## src/rtl/cipher_pkg.sv

```systemverilog
// Shared types and constants for the cipher sequencing controller.
package cipher_pkg;

    typedef enum logic [2:0] {
        IDLE     = 3'd0,
        KEY      = 3'd1,
        MSG      = 3'd2,
        ENC      = 3'd3,
        WAIT_ENC = 3'd4,
        SHOW     = 3'd5,
        WAIT_VGA = 3'd6,
        DONE     = 3'd7
    } state_t;

    localparam logic [7:0] ASCII_BKSP    = 8'h08;
    localparam int         DEPTH_DEFAULT = 32;

endpackage

```

## src/rtl/cipher_char_buf.sv

```systemverilog
// Message buffer: DEPTH x 8 register file with a fill count, full flag and backspace.
// Writes append at the current count; the read port is combinational.
module cipher_char_buf
    import cipher_pkg::*;
#(
    parameter int DEPTH = DEPTH_DEFAULT,
    parameter int CW    = $clog2(DEPTH) + 1
) (
    input  logic          clk,
    input  logic          resetn,
    input  logic          wr,
    input  logic          bksp,
    input  logic          clr,
    input  logic [7:0]    wr_data,
    input  logic [CW-2:0] rd_addr,
    output logic [7:0]    rd_data,
    output logic [CW-1:0] count,
    output logic [CW-1:0] count_nxt,
    output logic          full
);

    logic [7:0] mem [DEPTH];

    assign full    = (count == CW'(DEPTH));
    assign rd_data = mem[rd_addr];

    // count_nxt is exported so the FSM can decide on the post-write count in the same cycle
    always_comb begin
        count_nxt = count;
        if (clr) begin
            count_nxt = '0;
        end else if (bksp) begin
            if (count != '0) count_nxt = count - CW'(1);
        end else if (wr && !full) begin
            count_nxt = count + CW'(1);
        end
    end

    always_ff @(posedge clk) begin
        if (!resetn) count <= '0;
        else         count <= count_nxt;
    end

    always_ff @(posedge clk) begin
        if (wr && !full && !clr && !bksp) mem[count[CW-2:0]] <= wr_data;
    end

endmodule

```

## src/rtl/cipher_seq_ctrl.sv

```systemverilog
// Cipher sequencing controller: key/message capture, per-character encrypt and VGA handshake.
// Optional macro CIPHER_BKSP_EN: 8'h08 in MSG acts as backspace instead of a stored character.
//
// state    | meaning
// IDLE     | waiting for Enter to begin
// KEY      | typed characters overwrite the key byte; Enter (with a key) moves on
// MSG      | typed characters are appended to the buffer; Enter starts encryption
// ENC      | present buf[rd_ptr] to the datapath and pulse enc_start
// WAIT_ENC | wait for enc_valid, capture result
// SHOW     | offer vga_char until vga_ready
// WAIT_VGA | reserved, never entered
// DONE     | all characters shown; Enter returns to IDLE
module cipher_seq_ctrl
    import cipher_pkg::*;
#(
    parameter int DEPTH = DEPTH_DEFAULT,
    parameter int CW    = $clog2(DEPTH) + 1
) (
    input  logic          clk,
    input  logic          resetn,
    input  logic          enter_n,
    input  logic          kb_valid,
    input  logic [7:0]    kb_ascii,
    output logic          enc_start,
    output logic [7:0]    enc_char,
    output logic [7:0]    enc_key,
    input  logic          enc_valid,
    input  logic [7:0]    enc_result,
    output logic          vga_go,
    output logic [7:0]    vga_char,
    input  logic          vga_ready,
    output logic [2:0]    state,
    output logic [CW-1:0] buf_count,
    output logic          overflow
);

    state_t        state_r;
    logic          sync0, sync1, sync2, enter_p;
    logic          key_ok, is_bksp;
    logic [CW-1:0] rd_ptr, count_nxt;
    logic [7:0]    buf_rd;
    logic          buf_full, kb_msg, buf_wr, buf_bksp, buf_clr;

`ifdef CIPHER_BKSP_EN
    assign is_bksp = (kb_ascii == ASCII_BKSP);
`else
    assign is_bksp = 1'b0;
`endif

    assign kb_msg   = (state_r == MSG) && kb_valid;
    assign buf_wr   = kb_msg && !is_bksp;
    assign buf_bksp = kb_msg && is_bksp;
    assign buf_clr  = (state_r == DONE) && enter_p;
    assign state    = state_r;

    cipher_char_buf #(.DEPTH(DEPTH), .CW(CW)) u_buf (
        .clk       (clk),
        .resetn    (resetn),
        .wr        (buf_wr),
        .bksp      (buf_bksp),
        .clr       (buf_clr),
        .wr_data   (kb_ascii),
        .rd_addr   (rd_ptr[CW-2:0]),
        .rd_data   (buf_rd),
        .count     (buf_count),
        .count_nxt (count_nxt),
        .full      (buf_full)
    );

    // Enter synchronizer; flops idle high so reset release never looks like a press
    always_ff @(posedge clk) begin
        if (!resetn) begin
            {sync0, sync1, sync2} <= 3'b111;
            enter_p               <= 1'b0;
        end else begin
            sync0   <= enter_n;
            sync1   <= sync0;
            sync2   <= sync1;
            enter_p <= sync2 & ~sync1;
        end
    end

    always_ff @(posedge clk) begin
        if (!resetn) begin
            state_r   <= IDLE;
            enc_start <= 1'b0;
            enc_char  <= '0;
            enc_key   <= '0;
            vga_go    <= 1'b0;
            vga_char  <= '0;
            overflow  <= 1'b0;
            key_ok    <= 1'b0;
            rd_ptr    <= '0;
        end else begin
            enc_start <= 1'b0;
            case (state_r)
                IDLE: if (enter_p) state_r <= KEY;
                KEY: begin
                    if (kb_valid) begin
                        enc_key <= kb_ascii;
                        key_ok  <= 1'b1;
                    end
                    if (enter_p && key_ok) state_r <= MSG;
                end
                MSG: begin
                    if (buf_wr && buf_full) overflow <= 1'b1;
                    if (enter_p) begin
                        rd_ptr  <= '0;
                        state_r <= (count_nxt != '0) ? ENC : DONE;
                    end
                end
                ENC: begin
                    enc_char  <= buf_rd;
                    enc_start <= 1'b1;
                    state_r   <= WAIT_ENC;
                end
                WAIT_ENC: if (enc_valid) begin
                    vga_char <= enc_result;
                    vga_go   <= 1'b1;
                    state_r  <= SHOW;
                end
                SHOW: if (vga_ready) begin
                    vga_go  <= 1'b0;
                    rd_ptr  <= rd_ptr + CW'(1);
                    state_r <= ((rd_ptr + CW'(1)) == buf_count) ? DONE : ENC;
                end
                DONE: if (enter_p) begin
                    state_r  <= IDLE;
                    rd_ptr   <= '0;
                    key_ok   <= 1'b0;
                    overflow <= 1'b0;
                end
                default: state_r <= IDLE;
            endcase
        end
    end

endmodule

```

## config.mk

```make
export PLATFORM = sky130hd
export DESIGN_NAME = cipher_seq_ctrl
export DESIGN_NICKNAME = d
export VERILOG_FILES = /design/src/rtl/cipher_pkg.sv /design/src/rtl/cipher_char_buf.sv /design/src/rtl/cipher_seq_ctrl.sv
export SDC_FILE = /design/constraint.sdc
export NUM_CORES = 1
export LEC_CHECK = 0
export CAP_MARGIN = 0
export CORE_ASPECT_RATIO = 1.4
export CORE_UTILIZATION = 35
export CTS_CLUSTER_SIZE = 40
export DETAILED_ROUTE_END_ITERATION = 7
export DONT_BUFFER_PORTS = 1
export SLEW_MARGIN = 20
export SYNTH_ARGS = -nofsm -noshare
export SYNTH_HDL_FRONTEND = slang
export SYNTH_SLANG_ARGS = --single-unit
```

## constraint.sdc

```tcl
create_clock -name clk -period 2.48 [get_ports clk]
set_input_delay 0.496 -clock clk [delete_from_list [all_inputs] [get_ports clk]]
set_output_delay 0.496 -clock clk [all_outputs]
set_load 0.005 [all_outputs]
```

Yosys cells after proc, flatten, opt, wreduce, memory -nomap -nowiden. Memories as Yosys holds them, arrays and structs flattened. A register that Yosys moved wholly into a read port is not among the register bits. Index checks and enable logic that the tools add are counted.

$add $sub $neg: 2. Reduce and logical (&&, ||, !) cells: 23. Eq/ne operators: 17. Muxes and demuxes: 25. Bitwise gates (word level): 2.

Operator list (number): 3-bit 2-to-1 mux (8); 6-bit 2-to-1 mux (4); 3-bit case mux with 7 select lines (1); 2-bit != test (second input constant) (7); 6-bit by 1-bit adder with 6-bit output (second input constant) (2); 6-bit case mux with 2 select lines (1); 3-bit AND reduction (4); 3-bit equality test (second input constant) (3); 1-bit 2-to-1 mux (8); 2-bit nonzero test (4); 3-bit by 2-bit equality test with 1-bit output (second input constant) (2); 6-bit equality test (1); 6-bit equality test (second input constant) (1); 1-bit logical AND (6); 1-bit case mux with 2 select lines (3); 6-bit AND reduction (1); 6-bit nonzero test (1); 2-bit by 1-bit != test with 1-bit output (second input constant) (2); 2-bit AND reduction (2); 3-bit by 1-bit equality test with 1-bit output (second input constant) (1); 1-bit logical NOT (3); 3-bit logical NOT (1); 2-bit OR reduction (1); 1-bit bitwise AND (1); 1-bit NOT (1).

Bits in writable memories: 256. Output and inout bits: 36. Register bits: 39. Word-level logic and storage cells: 83. Memories: 1.

Memory list: u_buf.mem (words 32, width 8, rd ports 1, clocked after memory_dff 1, write ports 1, line cipher_char_buf.sv:22) `logic [7:0] mem [DEPTH];`.

Depth between registers and ports, before layout. Gate-level depths: netlist (run 1).

Depth after elaboration: 9. Depth in mapped cells: 9.

Cells and area by module. Synthesis (run 1) repeated with hierarchy kept, for this count alone.

Cells, all modules: 706. Area total of the unflattened synthesis: 12248.0 µm².

Modules (own cells, without submodules): cipher_char_buf (cells each 486, area an instance 10441.3 µm², instances 1, seq. area each 7807.5 µm²); cipher_seq_ctrl (cells each 220, area an instance 1806.7 µm², instances 1, seq. area each 820.8 µm²).

Worst setup path after synthesis (run 1). No wires, ideal clock.

Path kind: register to register. Start point: reg u_buf.count[0]. End point: mem u_buf.mem[28][0], enable pin. Data required time: 2110 ps. Path buffers: 1. Library setup time: 370 ps. Setup slack: 130 ps. Clock period less this slack: 2350 ps. Cell stages (with the launch flop): 9. Arrival: 1980 ps. Path through: dfxtp_1 -> clkbuf_1 -> inv_1 -> ha_1 -> nand2_1 -> nor2_1 -> nor2_1 -> nand2_1 -> nor2_1.

Cells in the longest elaborated chain, start to end: 6.

Ends and longest elaborated chain: start: declaration (line cipher_char_buf.sv:17) `output logic [CW-1:0] count,`; start signal: assignment (line cipher_char_buf.sv:41) `else count <= count_nxt;`; 6-bit equality test (line cipher_char_buf.sv:24) `assign full = (count == CW'(DEPTH));`; 1-bit logical NOT (line cipher_char_buf.sv:45) `if (wr && !full && !clr && !bksp) mem[count[CW-2:0]] <= wr_data;`; 1-bit logical AND (2 in a row) (line cipher_char_buf.sv:45); 1-bit 2-to-1 mux (line cipher_char_buf.sv:45); 1-bit 2-to-1 mux (not written as such) (line cipher_char_buf.sv:45); end: declaration (line cipher_char_buf.sv:22).

Parallel ways exist; a longest one is shown, timed or not.

Worst setup path after layout (run 1).
Start point: reg u_buf.count[0]. End point: mem u_buf.mem[7][2], enable pin.

Same word-level chain as after synthesis.

==> out/summary.json, run 1 <==
{
  "outcome": {
    "run_status": "finished, final reports clean"
  },
  "place": {
    "placement.cell_area_um2": 13000,
    "dp.final_hpwl_um": 17000,
    "dp.cells": 1139,
    "io_buffer_count": 0,
    "place_congestion": 0.782
  },
  "synthesis": {
    "ys_seq_area_share_pct": 70.7,
    "netlist_top_cells_area": "sky130_fd_sc_hd__edfxtp_1 63%, sky130_fd_sc_hd__mux4_2 11%, sky130_fd_sc_hd__dfxtp_1 7.7%",
    "synth_common_cells": "256 x sky130_fd_sc_hd__edfxtp_1, 58 x sky130_fd_sc_hd__mux4_2, 53 x sky130_fd_sc_hd__nor2_1, 47 x sky130_fd_sc_hd__dfxtp_1, 34 x sky130_fd_sc_hd__mux2i_1",
    "synth.top_cell.area_share_pct": 63.0,
    "synth_ff_type": "sky130_fd_sc_hd__edfxtp_1",
    "number_of_enable_type_register_cells_in_the_synthesized_netlist": 256,
    "post_synth_num_cell_types": 57,
    "postSynthAreaPerCell_um2": 18.2,
    "syn-instance-count": 671,
    "synthesis.yosys.warnings": 0,
    "ys_async_sr_fraction_pct": 0,
    "synth.ff_latch_count": 303,
    "cell_area_after_technology_mapping_um2": 12200,
    "synth_nets": 698,
    "most_common_cell_in_the_synthesized_netlist": "sky130_fd_sc_hd__edfxtp_1",
    "synth.largest_area_cell": "sky130_fd_sc_hd__edfxtp_1"
  },
  "worst_setup_path": {
    "critical_path.startpoint_type": "flop",
    "cp_top_family": "simple AND/OR/NAND/NOR gates",
    "timing.critical_path.required_ns": 2.67,
    "crit_path_top_delay_cell": "sky130_fd_sc_hd__nor2_1",
    "cp_max_fo": 9,
    "timing.critical_path.cells": "inv_1, ha_1, nand2_1, o211ai_1, buf_12, nor2_1",
    "setup.worst_path.class": "reg -> reg",
    "worst_path_buf_inv": 2,
    "worstReg2RegEnd": "u_buf.mem[7][2]$_DFFE_PP_",
    "r2r_slack_ns": 0.26,
    "worstSetupEndpointType": "flop",
    "critical-path-max-stage-delay_ns": 0.68,
    "worstRegToRegCells": 6,
    "cp.arrival_ns": 2.41,
    "worst_r2r_startpoint": "u_buf.count[0]$_SDFF_PN0_"
  },
  "sta": {
    "slew_viol_final": 0,
    "timing.final.setup_violations": 0,
    "max_slew_margin_pct": 41.0,
    "fin_crit_sh_pct": 89.5,
    "hold_viol_final": 0,
    "maxClockFrequency_ghz": 0.450,
    "clock_skew_ns": 0.0284,
    "grt_setup_unrepaired": "false",
    "final_total_negative_setup_slack_ns": 0,
    "max_slew.worst_pin.slew_ns": 0.881,
    "final_period_minus_worst_setup_slack_ns": 2.22
  },
  "drt": {
    "post_drt_via_cell_ratio": 5.09,
    "drt_iter0_markers": 438,
    "drt.antenna.violating_nets": 0,
    "detailed_route_via_count": 6062,
    "drt_pre_antenna_iters": 4,
    "drc": 0,
    "route.final.wire_length_um": 26300,
    "drt-wirelength-per-cell_um": 22.1
  },
  "power_and_ir_drop": {
    "p_sw_uw": 1930,
    "cell_internal_pwr_uw": 8070,
    "power_leakage_uw": 0.00429,
    "ir_worst_vdd_mv": 0.519,
    "seq_power_share_pct": 55.3,
    "p_comb_share_pct": 0.8,
    "pwr_density_cell_nw_per_um2": 715,
    "power.clock.fraction_pct": 43.9,
    "power.switching_fraction_pct": 19.3
  },
  "grt": {
    "global_route.usage.met3_pct": 2.51,
    "global_route.usage.total_pct": 14.8,
    "antenna_found_initial": 0,
    "first_global_vias": 6265,
    "global_route.peak_usage_layer": "met2",
    "grt.met1_usage_pct": 17.1,
    "grt_start_max_net_pins": 44,
    "gr-total-overflow": 0,
    "grt_first_pass_wirelength_um": 39000,
    "met2_track_demand_over_resource_pct": 27.2
  },
  "run": {
    "maxCapViolCount": 0
  },
  "clocking": {
    "quantity_of_gates_resized_following_cts": 0,
    "clock_sink_count": 303,
    "cts_hold_buffers": 0,
    "postCtsSetupBuffers": 0,
    "clockBufferDepth": 3,
    "register_clock_pin_slew_on_the_reported_worst_setup_and_hold_paths_ns": 0.06,
    "cts_made_buffers": 28,
    "cts_root_buffer": "sky130_fd_sc_hd__clkbuf_16",
    "tritoncts": "yes",
    "clk-insertion-delay-late_ns": 0.57,
    "max_h_tree_level": 1
  },
  "die": {
    "die_x_um": 160,
    "total_number_of_placement_rows": 80,
    "die_height_um": 223,
    "floorplan.initialDensity_pct": 35.6,
    "i_o_pin_count": 58,
    "die-area_um2": 35600,
    "core-area_um2": 34200
  },
  "layout": {
    "final_util_pct": 40.9,
    "syn_to_final_growth_pct": 14.7,
    "drive_above_1_share_pct": 22.6,
    "antennaDiodeCount": 0,
    "layout.cells.non_filler": 1191,
    "final_design_area_no_fill_um2": 14000,
    "fin_nets": 745,
    "multi_input_area_um2": 3340,
    "final-seq-area_um2": 8630,
    "nFillCells": 3064
  },
  "min_path": {
    "worst_hold_path.endpoint": "sync0$_SDFF_PN1_",
    "worst_min_delay_path_startpoint": "resetn",
    "hold_crit_class": "in -> reg",
    "worstHoldPathCells": 1
  }
}
flip-flops by register name, indices dropped and copies added, names as in the netlist:
name / cells
rd_ptr: 6
sync2: 1
overflow: 1
sync0: 1
u_buf.count: 6
key_ok: 1
enc_char: 8
enter_p: 1
vga_go: 1
sync1: 1
state: 3
enc_start: 1
enc_key: 8
u_buf.mem: 256
vga_char: 8
worst max path at each step:
stage / startpoint / endpoint / slack [ns] / cells past startpoint
after floorplan: u_buf.count[0]$_SDFF_PN0_ / u_buf.mem[28][0]$_DFFE_PP_ / 0.13 / 8
after global placement: u_buf.count[0]$_SDFF_PN0_ / u_buf.mem[7][1]$_DFFE_PP_ / 0.28 / 6
after detailed placement: u_buf.count[0]$_SDFF_PN0_ / u_buf.mem[7][1]$_DFFE_PP_ / 0.21 / 6
after CTS: u_buf.count[0]$_SDFF_PN0_ / u_buf.mem[7][1]$_DFFE_PP_ / 0.22 / 6
after global routing: u_buf.count[0]$_SDFF_PN0_ / u_buf.mem[7][2]$_DFFE_PP_ / 0.11 / 6
final: u_buf.count[0]$_SDFF_PN0_ / u_buf.mem[7][2]$_DFFE_PP_ / 0.26 / 6
final cells by class:
type	instances	share of cell area, %
clock buffer	31	5.09
clock inverter	21	1.68
inverter	5	0.134
multi-input combinational	324	23.9
sequential	303	61.7
tap	451	4.03
timing repair buffer	56	3.45
per-stage QoR:
step	worst slack (ns)	hold slack, ns	power (µW)
after global routing	0.108	0.00325	10300
after global placement	0.285	0.398	5720
after floorplan	0.130	0.386	5710
final	0.260	0.0266	10000
after detailed placement	0.206	0.397	5720
after CTS	0.221	0.000311	10100
layer usage:
| metal | routed length, µm | up-vias |
|---|---|---|
| met4 | 782 | 0 |
| met5 | 0 | - |
| met2 | 14200 | 122 |
| met3 | 1250 | 45 |
| met1 | 10100 | 3117 |
| li1 | - | 2778 |
layout by cell type (no fill, tap or decap), drive strengths merged, types with 3 or more instances in the layout:
master,netlist,final
edfxtp,256,256
mux4,72,72
buf,19,56
nor2,53,53
dfxtp,47,47
mux2i,34,34
clkbuf,20,31
nand2,25,25
nor2b,21,21
clkinv,0,11
a21oi,10,10
o21ai,10,10
nand2b,9,9
o211ai,9,9
a211oi,8,8
nand3,7,7
or3,6,6
inv,5,6
ha,5,5
clkinvlp,0,5
a21boi,5,5
xor2,4,4
bufinv,0,4
nand4,3,3
and3b,3,3
a31oi,3,3
and3,3,3
and2,3,3
xnor2,3,3
cells by family (layout without fill, tap and decap cells):
group           Yosys count  count (layout)  share of synthesized area (%)
flops                   303             303                           70.7
simple gates            143             143                           5.95
fa+ha+maj                 5               5                          0.513
mux                     108             108                           16.7
xor+xnor                  8               8                          0.687
compound gates           60              60                           3.43
buf+inv                  44             113                           1.98
power groups by stage:
stage	logic (µW)	clock network (µW)	registers, µW
after floorplan	66.9	0	5640
after global placement	77.1	0	5640
after detailed placement	78.7	0	5640
after CTS	78.6	4500	5530
after global routing	86.5	4670	5530
final	79.7	4390	5530
No activity file was read; power rests on OpenSTA's default activity.
==> inputs of run 2 (changes only) <==
--- a/config.mk
+++ b/config.mk
@@ -7,10 +7,12 @@
 export LEC_CHECK = 0
 export CAP_MARGIN = 0
 export CORE_ASPECT_RATIO = 1.4
+export CORE_MARGIN = 2
 export CORE_UTILIZATION = 35
 export CTS_CLUSTER_SIZE = 40
 export DETAILED_ROUTE_END_ITERATION = 7
 export DONT_BUFFER_PORTS = 1
+export SETUP_SLACK_MARGIN = 0.4
 export SLEW_MARGIN = 20
 export SYNTH_ARGS = -nofsm -noshare
 export SYNTH_HDL_FRONTEND = slang
==> run 2 against run 1 <==
Maximum frequency rose by 2.8%; register-to-register slack improved by 0.06 ns; final cell count rose by 1.8%; total power rose by 1.1%; sequential cell count did not move; critical endpoint is now enc_char[6]$_SDFFE_PN0P_; highest routed layer unchanged.
==> out/summary.json, run 2 (synthesized netlist as in run 1, its figures left out) <==
{
  "sta": {
    "fin_crit_sh": {"value": 87.1, "unit": "%", "change": "was 89.5%"},
    "final_total_negative_setup_slack": {"value": 0, "unit": "ns", "change": "unchanged"},
    "maxClockFrequency": {"value": 0.463, "unit": "GHz", "change": "was 0.450 GHz"},
    "holdWs": {"value": 0.0262, "unit": "ns", "change": "was 0.0266 ns"},
    "grt_setup_unrepaired": {"value": "true", "change": "was false"},
    "max_slew_margin": {"value": 53.7, "unit": "%", "change": "was 41.0%"},
    "max_slew.worst_pin.slew": {"value": 0.694, "unit": "ns", "change": "was 0.881 ns"},
    "hold_viol_final": {"value": 0, "change": "unchanged"},
    "timing.final.setup_violations": {"value": 0, "change": "unchanged"},
    "final_period_minus_worst_setup_slack": {"value": 2.16, "unit": "ns", "change": "was 2.22 ns"},
    "slew_viol_final": {"value": 0, "change": "unchanged"},
    "clock_skew": {"value": 0.00881, "unit": "ns", "change": "was 0.0284 ns"}
  },
  "layout": {
    "multi_input_area": {"value": 3510, "unit": "µm²", "change": "was 3340 µm²"},
    "syn_to_final_growth": {"value": 19.6, "unit": "%", "change": "was 14.7%"},
    "fin_nets": {"value": 764, "change": "was 745"},
    "commonest_non_fill_non_tap_cell_in_the_layout": {"value": "sky130_fd_sc_hd__edfxtp_1", "change": "unchanged"},
    "largest_register_ffs": {"value": 256, "change": "unchanged"},
    "nFillCells": {"value": 3020, "change": "was 3,064"},
    "antennaDiodeCount": {"value": 0, "change": "unchanged"},
    "drive_above_1_share": {"value": 30.6, "unit": "%", "change": "was 22.6%"},
    "most-common-layout-cells": {"value": "256 x sky130_fd_sc_hd__edfxtp_1, 70 x sky130_fd_sc_hd__mux4_2, 45 x sky130_fd_sc_hd__dfxtp_1, 40 x sky130_fd_sc_hd__buf_4, 32 x sky130_fd_sc_hd__mux2i_1", "change": "was 256 x sky130_fd_sc_hd__edfxtp_1, 58 x sky130_fd_sc_hd__mux4_2, 53 x sky130_fd_sc_hd__nor2_1, 51 x sky130_fd_sc_hd__buf_4, 45 x sky130_fd_sc_hd__dfxtp_1"},
    "final-seq-area": {"value": 8630, "unit": "µm²", "change": "unchanged"},
    "final_design_area_no_fill": {"value": 14600, "unit": "µm²", "change": "was 14,000 µm²"}
  },
  "die": {
    "die_height": {"value": 225, "unit": "µm", "change": "was 223 µm"},
    "i_o_pin_count": {"value": 58, "change": "unchanged"},
    "die_x": {"value": 162, "unit": "µm", "change": "was 160 µm"},
    "floorplan.initialDensity": {"value": 35.6, "unit": "%", "change": "unchanged"},
    "core-area": {"value": 34200, "unit": "µm²", "change": "unchanged"},
    "die-area": {"value": 36400, "unit": "µm²", "change": "was 35,600 µm²"},
    "total_number_of_placement_rows": {"value": 80, "change": "unchanged"}
  },
  "power_and_ir_drop": {
    "pwr_density_cell": {"value": 694, "unit": "nW/µm²", "change": "was 715 nW/µm²"},
    "p_sw": {"value": 2000, "unit": "µW", "change": "was 1930 µW"},
    "seq_power_share": {"value": 54.7, "unit": "%", "change": "was 55.3%"},
    "power.clock.fraction": {"value": 44.3, "unit": "%", "change": "was 43.9%"},
    "ir_worst_vdd": {"value": 0.508, "unit": "mV", "change": "was 0.519 mV"},
    "power.switching_fraction": {"value": 19.8, "unit": "%", "change": "was 19.3%"},
    "p_comb_share": {"value": 1.0, "unit": "%", "change": "was 0.8%"},
    "cell_internal_pwr": {"value": 8120, "unit": "µW", "change": "was 8070 µW"},
    "power_leakage": {"value": 0.00445, "unit": "µW", "change": "was 0.00429 µW"}
  },
  "drt": {
    "drt_iter0_markers": {"value": 479, "change": "was 438"},
    "drt.antenna.violating_nets": {"value": 0, "change": "unchanged"},
    "drc": {"value": 0, "change": "unchanged"},
    "drt_pre_antenna_iters": {"value": 4, "change": "unchanged"},
    "detailed_route_via_count": {"value": 6252, "change": "was 6,062"},
    "route.final.wire_length": {"value": 28300, "unit": "µm", "change": "was 26,300 µm"},
    "post_drt_via_cell_ratio": {"value": 5.15, "change": "was 5.09"},
    "drt-wirelength-per-cell": {"value": 23.3, "unit": "µm", "change": "was 22.1 µm"}
  },
  "worst_setup_path": {
    "cp_max_fo": {"value": 6, "change": "was 9"},
    "setup.worst_path.class": {"value": "reg -> reg", "change": "unchanged"},
    "worstSetupEndpointType": {"value": "flop", "change": "unchanged"},
    "critical_path.startpoint_type": {"value": "flop", "change": "unchanged"},
    "cp.arrival": {"value": 2.61, "unit": "ns", "change": "was 2.41 ns"},
    "timing.critical_path.required": {"value": 2.93, "unit": "ns", "change": "was 2.67 ns"}
  },
  "clocking": {
    "tritoncts": {"value": "yes", "change": "unchanged"},
    "clock_sink_count": {"value": 303, "change": "unchanged"},
    "cts_made_buffers": {"value": 31, "change": "was 28"},
    "cts_root_buffer": {"value": "sky130_fd_sc_hd__clkbuf_16", "change": "unchanged"},
    "clockBufferDepth": {"value": 3, "change": "unchanged"},
    "register_clock_pin_slew_on_the_reported_worst_setup_and_hold_paths": {"value": 0.06, "unit": "ns", "change": "about the same"},
    "max_h_tree_level": {"value": 1, "change": "unchanged"},
    "clk-insertion-delay-late": {"value": 0.57, "unit": "ns", "change": "about the same"}
  },
  "place": {
    "place_congestion": {"value": 0.775, "change": "was 0.782"},
    "placement.cell_area": {"value": 13000, "unit": "µm²", "change": "about the same"},
    "io_buffer_count": {"value": 0, "change": "unchanged"},
    "dp.final_hpwl": {"value": 17500, "unit": "µm", "change": "was 17,000 µm"}
  },
  "outcome": {
    "run_status": {"value": "finished, final reports clean", "change": "unchanged"}
  },
  "grt": {
    "grt_first_pass_wirelength": {"value": 42200, "unit": "µm", "change": "was 39,000 µm"},
    "antenna_found_initial": {"value": 0, "change": "unchanged"},
    "first_global_vias": {"value": 6572, "change": "was 6,265"},
    "grt_start_max_net_pins": {"value": 43, "change": "was 44"},
    "global_route.usage.total": {"value": 15.7, "unit": "%", "change": "was 14.8%"},
    "gr-total-overflow": {"value": 0, "change": "unchanged"}
  },
  "run": {
    "maxCapViolCount": {"value": 0, "change": "unchanged"}
  },
  "min_path": {
    "hold_crit_class": {"value": "in -> reg", "change": "unchanged"}
  }
}
run 2: cell count changes in the layout (fill, tap and decap cells not counted), sizes merged:
| cell | previous run | this run |
|---|---|---|
| buf | 56 | 64 |
| dlygate4sd3 | 0 | 8 |
| clkbuf | 31 | 38 |
| clkinvlp | 5 | 1 |
| clkinv | 11 | 14 |
| bufinv | 4 | 2 |
| inv | 6 | 8 |
run 2: timing repair:
action,in CTS,in global routing
resized for setup,29,12
endpoints found under the hold margin,31,0
pin swaps,4,8
setup buffers,12,9
hold buffers,8,0
cloned,4,0
endpoints found under the setup margin,201,201
run 2: worst max-delay path, stage by stage, from the launching register on:
cell and delay (ns):
sky130_fd_sc_hd__dfxtp_4 0.42, sky130_fd_sc_hd__buf_12 0.14, sky130_fd_sc_hd__buf_12 0.10, sky130_fd_sc_hd__buf_16 0.12, sky130_fd_sc_hd__mux4_2 0.51, sky130_fd_sc_hd__mux4_2 0.48, sky130_fd_sc_hd__o211ai_1 0.18, sky130_fd_sc_hd__a211oi_1 0.07
run 2: metrics by stage:
step | std cells | total power [µW] | worst slack [ns] | utilization (%)
finish | 1213 | 10100 | 0.320 | 42.6
global placement | 1122 | 5720 | 0.269 | 38.1
CTS | 1204 | 10200 | 0.307 | 42.1
global route | 1213 | 10400 | 0.250 | 42.6
floorplan | 671 | 5710 | 0.362 | -
detailed placement | 1122 | 5720 | 0.230 | 38.1
run 2: per-layer routing:
layer  up-vias  track usage, %  wire length, µm  share of wire (%)
li1       2820               -                -                  -
met2       113            30.2            15900                 56
met4         0            4.57              586                2.1
met5         -               0                0                  0
met1      3278            17.9            10800                 38
met3        41            2.10              951                3.4
run 2: path summary, 6_finish.rpt:
check             slack (ns)                   endpoint              startpoint  cells after the start
setup reg to reg        0.32   enc_char[6]$_SDFFE_PN0P_  rd_ptr[0]$_SDFFE_PN0P_                      7
hold reg to reg         0.41           sync1$_SDFF_PN1_        sync0$_SDFF_PN1_                      1
setup / recovery        0.32   enc_char[6]$_SDFFE_PN0P_  rd_ptr[0]$_SDFFE_PN0P_                      7
hold / removal          0.03  u_buf.mem[6][6]$_DFFE_PP_             kb_ascii[6]                      0
run 2: power by group through the flow:
stage | sequential [µW] | clock, µW | combinational (µW)
floorplan | 5640 | 0 | 66.9
global placement | 5640 | 0 | 72.2
detailed placement | 5640 | 0 | 73.4
CTS | 5530 | 4600 | 99.4
global route | 5530 | 4780 | 107
finish | 5530 | 4490 | 98.1
run 2: area by class of cell:
class | instances | area share (%)
Tap cell | 451 | 3.87
Clock buffer | 38 | 5.57
Sequential cell | 303 | 59.2
Clock inverter | 20 | 1.14
Timing Repair Buffer | 72 | 6.03
Inverter | 5 | 0.129
Multi-Input combinational cell | 324 | 24.1
